--- src/rtl/demux8_deser_if.sv ---
// Signal bundle between the upstream serial source and the demux8_deser
// deserializer: serial input side plus the parallel result and status.
interface demux8_deser_if #(
    parameter int N  = 8,
    parameter int SW = 3
);
    logic          start;
    logic          in_valid;
    logic          d_in;
    logic          mode;
    logic [SW-1:0] s;
    logic [N-1:0]  y;
    logic          out_valid;
    logic          busy;
    logic [SW-1:0] idx;

    modport master (
        output start, in_valid, d_in, mode, s,
        input  y, out_valid, busy, idx
    );

    modport slave (
        input  start, in_valid, d_in, mode, s,
        output y, out_valid, busy, idx
    );
endinterface

--- src/rtl/demux8_deser.sv ---
// Serial-to-parallel demultiplexer: rebuilds the d0..d(N-1) vector from a
// serial stream using an internal scan counter (auto) or external select (direct).
module demux8_deser #(
    parameter int N  = 8,
    parameter int SW = 3
) (
    input  logic           clk,
    input  logic           reset,
    demux8_deser_if.slave  bus
);
    typedef enum logic {IDLE, COLLECT} state_t;

    state_t        state_q, state_d;
    // The last slot bypasses the shadow and lands directly in y.
    logic [N-2:0]  shadow_q, shadow_d;
    logic [N-1:0]  y_q, y_d;
    logic          out_valid_q, out_valid_d;
    logic [SW-1:0] idx_q, idx_d;

    always_comb begin
        state_d     = state_q;
        shadow_d    = shadow_q;
        y_d         = y_q;
        out_valid_d = 1'b0;
        idx_d       = idx_q;

        if (bus.mode) begin
            if (bus.in_valid) begin
                y_d[bus.s] = bus.d_in;
            end
            if (state_q == COLLECT) begin
                state_d = IDLE;
                idx_d   = '0;
            end
        end else if (bus.start) begin
            // A start in COLLECT restarts the frame; stale shadow bits get overwritten.
            state_d = COLLECT;
            if (bus.in_valid) begin
                shadow_d[0] = bus.d_in;
                idx_d       = SW'(1);
            end else begin
                idx_d = '0;
            end
        end else if (state_q == COLLECT && bus.in_valid) begin
            if (idx_q == SW'(N - 1)) begin
                y_d         = {bus.d_in, shadow_q};
                out_valid_d = 1'b1;
                idx_d       = '0;
                state_d     = IDLE;
            end else begin
                shadow_d[idx_q] = bus.d_in;
                idx_d           = idx_q + SW'(1);
            end
        end
    end

    always_ff @(posedge clk) begin
        if (reset) begin
            state_q     <= IDLE;
            shadow_q    <= '0;
            y_q         <= '0;
            out_valid_q <= 1'b0;
            idx_q       <= '0;
        end else begin
            state_q     <= state_d;
            shadow_q    <= shadow_d;
            y_q         <= y_d;
            out_valid_q <= out_valid_d;
            idx_q       <= idx_d;
        end
    end

    assign bus.y         = y_q;
    assign bus.out_valid = out_valid_q;
    assign bus.busy      = (state_q == COLLECT);
    assign bus.idx       = idx_q;
endmodule

--- src/flat_wrapper.sv ---
// flat-port wrapper written by rule: the top's interface ports become plain ports
module demux8_deser_flat 
#(
    parameter int N  = 8,
    parameter int SW = 3
)
  (clk, reset, bus_start, bus_in_valid, bus_d_in, bus_mode, bus_s, bus_y, bus_out_valid, bus_busy, bus_idx);
  demux8_deser_if #(.N(N), .SW(SW)) bus_i ();
  input  logic clk;
  input  logic reset;
  input wire logic [$bits(bus_i.start)-1:0] bus_start;
  input wire logic [$bits(bus_i.in_valid)-1:0] bus_in_valid;
  input wire logic [$bits(bus_i.d_in)-1:0] bus_d_in;
  input wire logic [$bits(bus_i.mode)-1:0] bus_mode;
  input wire logic [$bits(bus_i.s)-1:0] bus_s;
  output wire logic [$bits(bus_i.y)-1:0] bus_y;
  output wire logic [$bits(bus_i.out_valid)-1:0] bus_out_valid;
  output wire logic [$bits(bus_i.busy)-1:0] bus_busy;
  output wire logic [$bits(bus_i.idx)-1:0] bus_idx;
  assign bus_i.start = bus_start;
  assign bus_i.in_valid = bus_in_valid;
  assign bus_i.d_in = bus_d_in;
  assign bus_i.mode = bus_mode;
  assign bus_i.s = bus_s;
  assign bus_y = bus_i.y;
  assign bus_out_valid = bus_i.out_valid;
  assign bus_busy = bus_i.busy;
  assign bus_idx = bus_i.idx;
  demux8_deser #(.N(N), .SW(SW)) u_core (.clk(clk), .reset(reset), .bus(bus_i));
endmodule
--- config.mk ---
export PLATFORM = sky130hd
export DESIGN_NAME = demux8_deser_flat
export DESIGN_NICKNAME = d
export VERILOG_FILES = /design/src/rtl/demux8_deser_if.sv /design/src/rtl/demux8_deser.sv /design/src/flat_wrapper.sv
export SDC_FILE = /design/constraint.sdc
export NUM_CORES = 1
export LEC_CHECK = 0
export CAP_MARGIN = 20
export CORE_UTILIZATION = 40
export DETAILED_ROUTE_END_ITERATION = 7
export MAX_ROUTING_LAYER = met4
export PLACE_DENSITY_LB_ADDON = 0.05
export SLEW_MARGIN = 20
export SYNTH_ARGS = -nofsm -noshare
export SYNTH_HDL_FRONTEND = slang
export SYNTH_SLANG_ARGS = --single-unit
--- constraint.sdc ---
create_clock -name clk -period 4.4 [get_ports clk]
set_clock_uncertainty 0.05 [all_clocks]
set_input_delay 0.88 -clock clk [delete_from_list [all_inputs] [get_ports clk]]
set_output_delay 0.88 -clock clk [all_outputs]
set_load 0.005 [all_outputs]
==> impl_metrics.toml <==
[outcome]
outcome = "complete, no violations"

[clock_network]
cts_resized = 0
ctsHtreeMaxLevel = 1
cts.sinks = 20
path_clk_slew_ps = 120
cts_setup_buffers = 0
clock_path_buffers = 2
cts-root-buf = "clkbuf_4"
clk_latency_ps = 300
postCtsHoldBufs = 0
cts_buffers = 3
cts_tree = "built"

[route]
drtPass1Iterations = 4
routedWlPerCell_um = 14.6
drtIter0Drc = 39
drc_errors = 0
ant_nets = 0
drt_wl_total_mm = 2.61
viasPerCell = 5.80
vias = 1038

[power]
max-vdd-ir-drop_uv = 141
p_seq_share_pct = 47.0
p_leak_nw = 0.568
p_clk_share_pct = 37.5
p_int_uw = 309
pwr-share-comb_pct = 15.5
powerDensity_mw_per_mm2 = 278
power_switching_share_pct = 23.4
power.switching_uw = 94.3

[synth]
syn_nets = 145
synthArstFlopShare_pct = 0
synthTopCellsByCount = "20 x dfxtp_1, 11 x nand2b_1, 11 x nor2_1, 9 x mux2i_1, 9 x nand3_1"
yosys_register_bits = 20
syn_inst = 134
synthTopCellsByArea = "dfxtp_1 33%, mux2i_1 7.5%, nand2b_1 5.7%"
seq_area_frac_synth_pct = 33.3
yosysTopAreaCellShare_pct = 33.3
synth_edf_count = 0
syn_area_per_cell_um2 = 8.98
synthFlopType = "dfxtp_1"
synth_cell_types = 39
yosys_warnings = 0
synth_area_mm2 = 0.00120
yosysTopAreaCell = "dfxtp_1"
synthMostInstantiatedCell = "dfxtp_1"

[die]
die_w_um = 56.9
fp.dieArea_mm2 = 0.00323
start_util_pct = 42.9
ios = 22
design.core.area_mm2 = 0.00281
die-height_um = 56.9
rows = 19

[critical_path]
rr_endpoint = "u_core.bus.y[1]$_SDFFE_PP0P_"
cp-start-kind = "input port"
r2r_setup_slack_ps = 2330
startpoint = "bus_mode"
cp_data_required_time_ps = 4540
path_class = "in -> reg"
crit_fanout = 20
arrival_ps = 2770
r2r_start = "u_core.bus.idx[1]$_SDFFE_PP0P_"
crit_end = "u_core.bus.y[1]$_SDFFE_PP0P_"
cp-end-kind = "flop"
rr_worst_depth = 5

[timing]
clock.fmax_ghz = 0.381
slew_headroom_pct = 43.0
rsz0062_at_grt = "no"
period_share_pct = 59.6
fin_tns_setup_ps = 0
period_needed_ps = 2620
drv_slew = 0
hold_violations = 0
worst_slew_pin_slew_ps = 852
setup_viol = 0

[global_routing]
gr-total-overflow = 0
grt_usage_pct = 18.4
antenna_found_initial = 0
grt_max_degree = 23
grt_pass1_wl_mm = 4.51
grt_pass1_vias = 1038

[place]
place_congestion = 0.826
dpl_cell_area_mm2 = 0.00140
port_buffers = 21
hpwl_mm = 1.87

[cells_and_area]
multi_input_area_um2 = 721
final_layout_size_suffix_gt1_share_pct = 12.2
antenna_cells = 0
final_area_mm2 = 0.00145
layout.area.seq_um2 = 400
fill_cells = 287
nets = 160
syn_to_final_growth_pct = 20.4

[run]
drv_cap = 0

[min_path]
holdCritPathClass = "reg -> reg"
-- critical path, stage by stage --
cell and delay [ps]:
clkdlybuf4s50_1 590, buf_4 300, and2_1 270, or2_1 390
a2111oi_2 330
-- per-stage QoR --
step	setup WS, ps	utilization (%)	power (mW)	instances	hold WS (ps)
6_report	1780	51.7	0.403	179	424
5_1_grt	1630	51.7	0.424	179	454
4_1_cts	1770	51.7	0.408	179	430
3_5_place_dp	1460	49.8	0.256	175	411
3_3_place_gp	1540	49.8	0.255	175	407
2_1_floorplan	2330	-	0.233	134	402
-- final cells by class --
class                           count  area share [%]
Tap cell                           31            2.68
Timing Repair Buffer               22            15.0
Clock inverter                      1            2.07
Multi-Input combinational cell     97            49.7
Clock buffer                        3            1.55
Sequential cell                    20            27.6
Inverter                            5            1.30
-- flip-flops by register name (all words and copies together) (netlist names) --
name and flops:
u_core.bus.busy 1, u_core.bus.y 8, u_core.bus.out_valid 1, u_core.shadow_q 7
u_core.bus.idx 3
-- worst min-delay path by stage --
stage,cells after the start,end,start,slack [ps]
after floorplan,2,u_core.shadow_q[2]$_SDFFE_PP0P_,u_core.shadow_q[2]$_SDFFE_PP0P_,400
after global placement,2,u_core.bus.y[6]$_SDFFE_PP0P_,u_core.bus.y[6]$_SDFFE_PP0P_,410
after detailed placement,2,u_core.bus.y[0]$_SDFFE_PP0P_,u_core.bus.y[0]$_SDFFE_PP0P_,410
after CTS,2,u_core.bus.y[0]$_SDFFE_PP0P_,u_core.bus.y[0]$_SDFFE_PP0P_,430
after global routing,2,u_core.bus.y[6]$_SDFFE_PP0P_,u_core.bus.y[6]$_SDFFE_PP0P_,450
final,2,u_core.bus.y[0]$_SDFFE_PP0P_,u_core.bus.y[0]$_SDFFE_PP0P_,420
-- placed cells by master, fill, tap and decap left out, types with 3 or more instances in the layout --
cell type and instances:
clkdlybuf4s50_1 21, dfxtp_1 20, nand2b_1 11, nor2_1 11
nand3_1 9, mux2i_1 9, nor2b_1 7, a21oi_1 6
inv_1 5, a31o_2 4, nor3_1 4, a2111oi_2 3
a221oi_2 3, o2bb2ai_1 3, clkbuf_4 3
-- power groups by stage --
stage	combinational [mW]	clock (mW)	sequential, mW
2_1_floorplan	0.0400	0	0.193
5_1_grt	0.0683	0.166	0.190
4_1_cts	0.0627	0.156	0.189
3_5_place_dp	0.0623	0	0.193
6_report	0.0624	0.151	0.189
3_3_place_gp	0.0615	0	0.193
-- cell families after synthesis --
group	after synthesis	synth area share, %
simple gates	57	28.7
fa+ha+maj	2	2.08
buf+inv	17	6.86
flops	20	33.3
compound gates	28	20.7
mux	10	8.42
-- routing by layer --
layer | track usage (%) | vias up | wire, um
met5 | - | - | 0
met4 | 8.01 | 0 | 23
li1 | - | 513 | -
met3 | 3.69 | 4 | 113
met2 | 29.3 | 24 | 1200
met1 | 22.7 | 497 | 1270
Power figures use the tool's default switching activity.
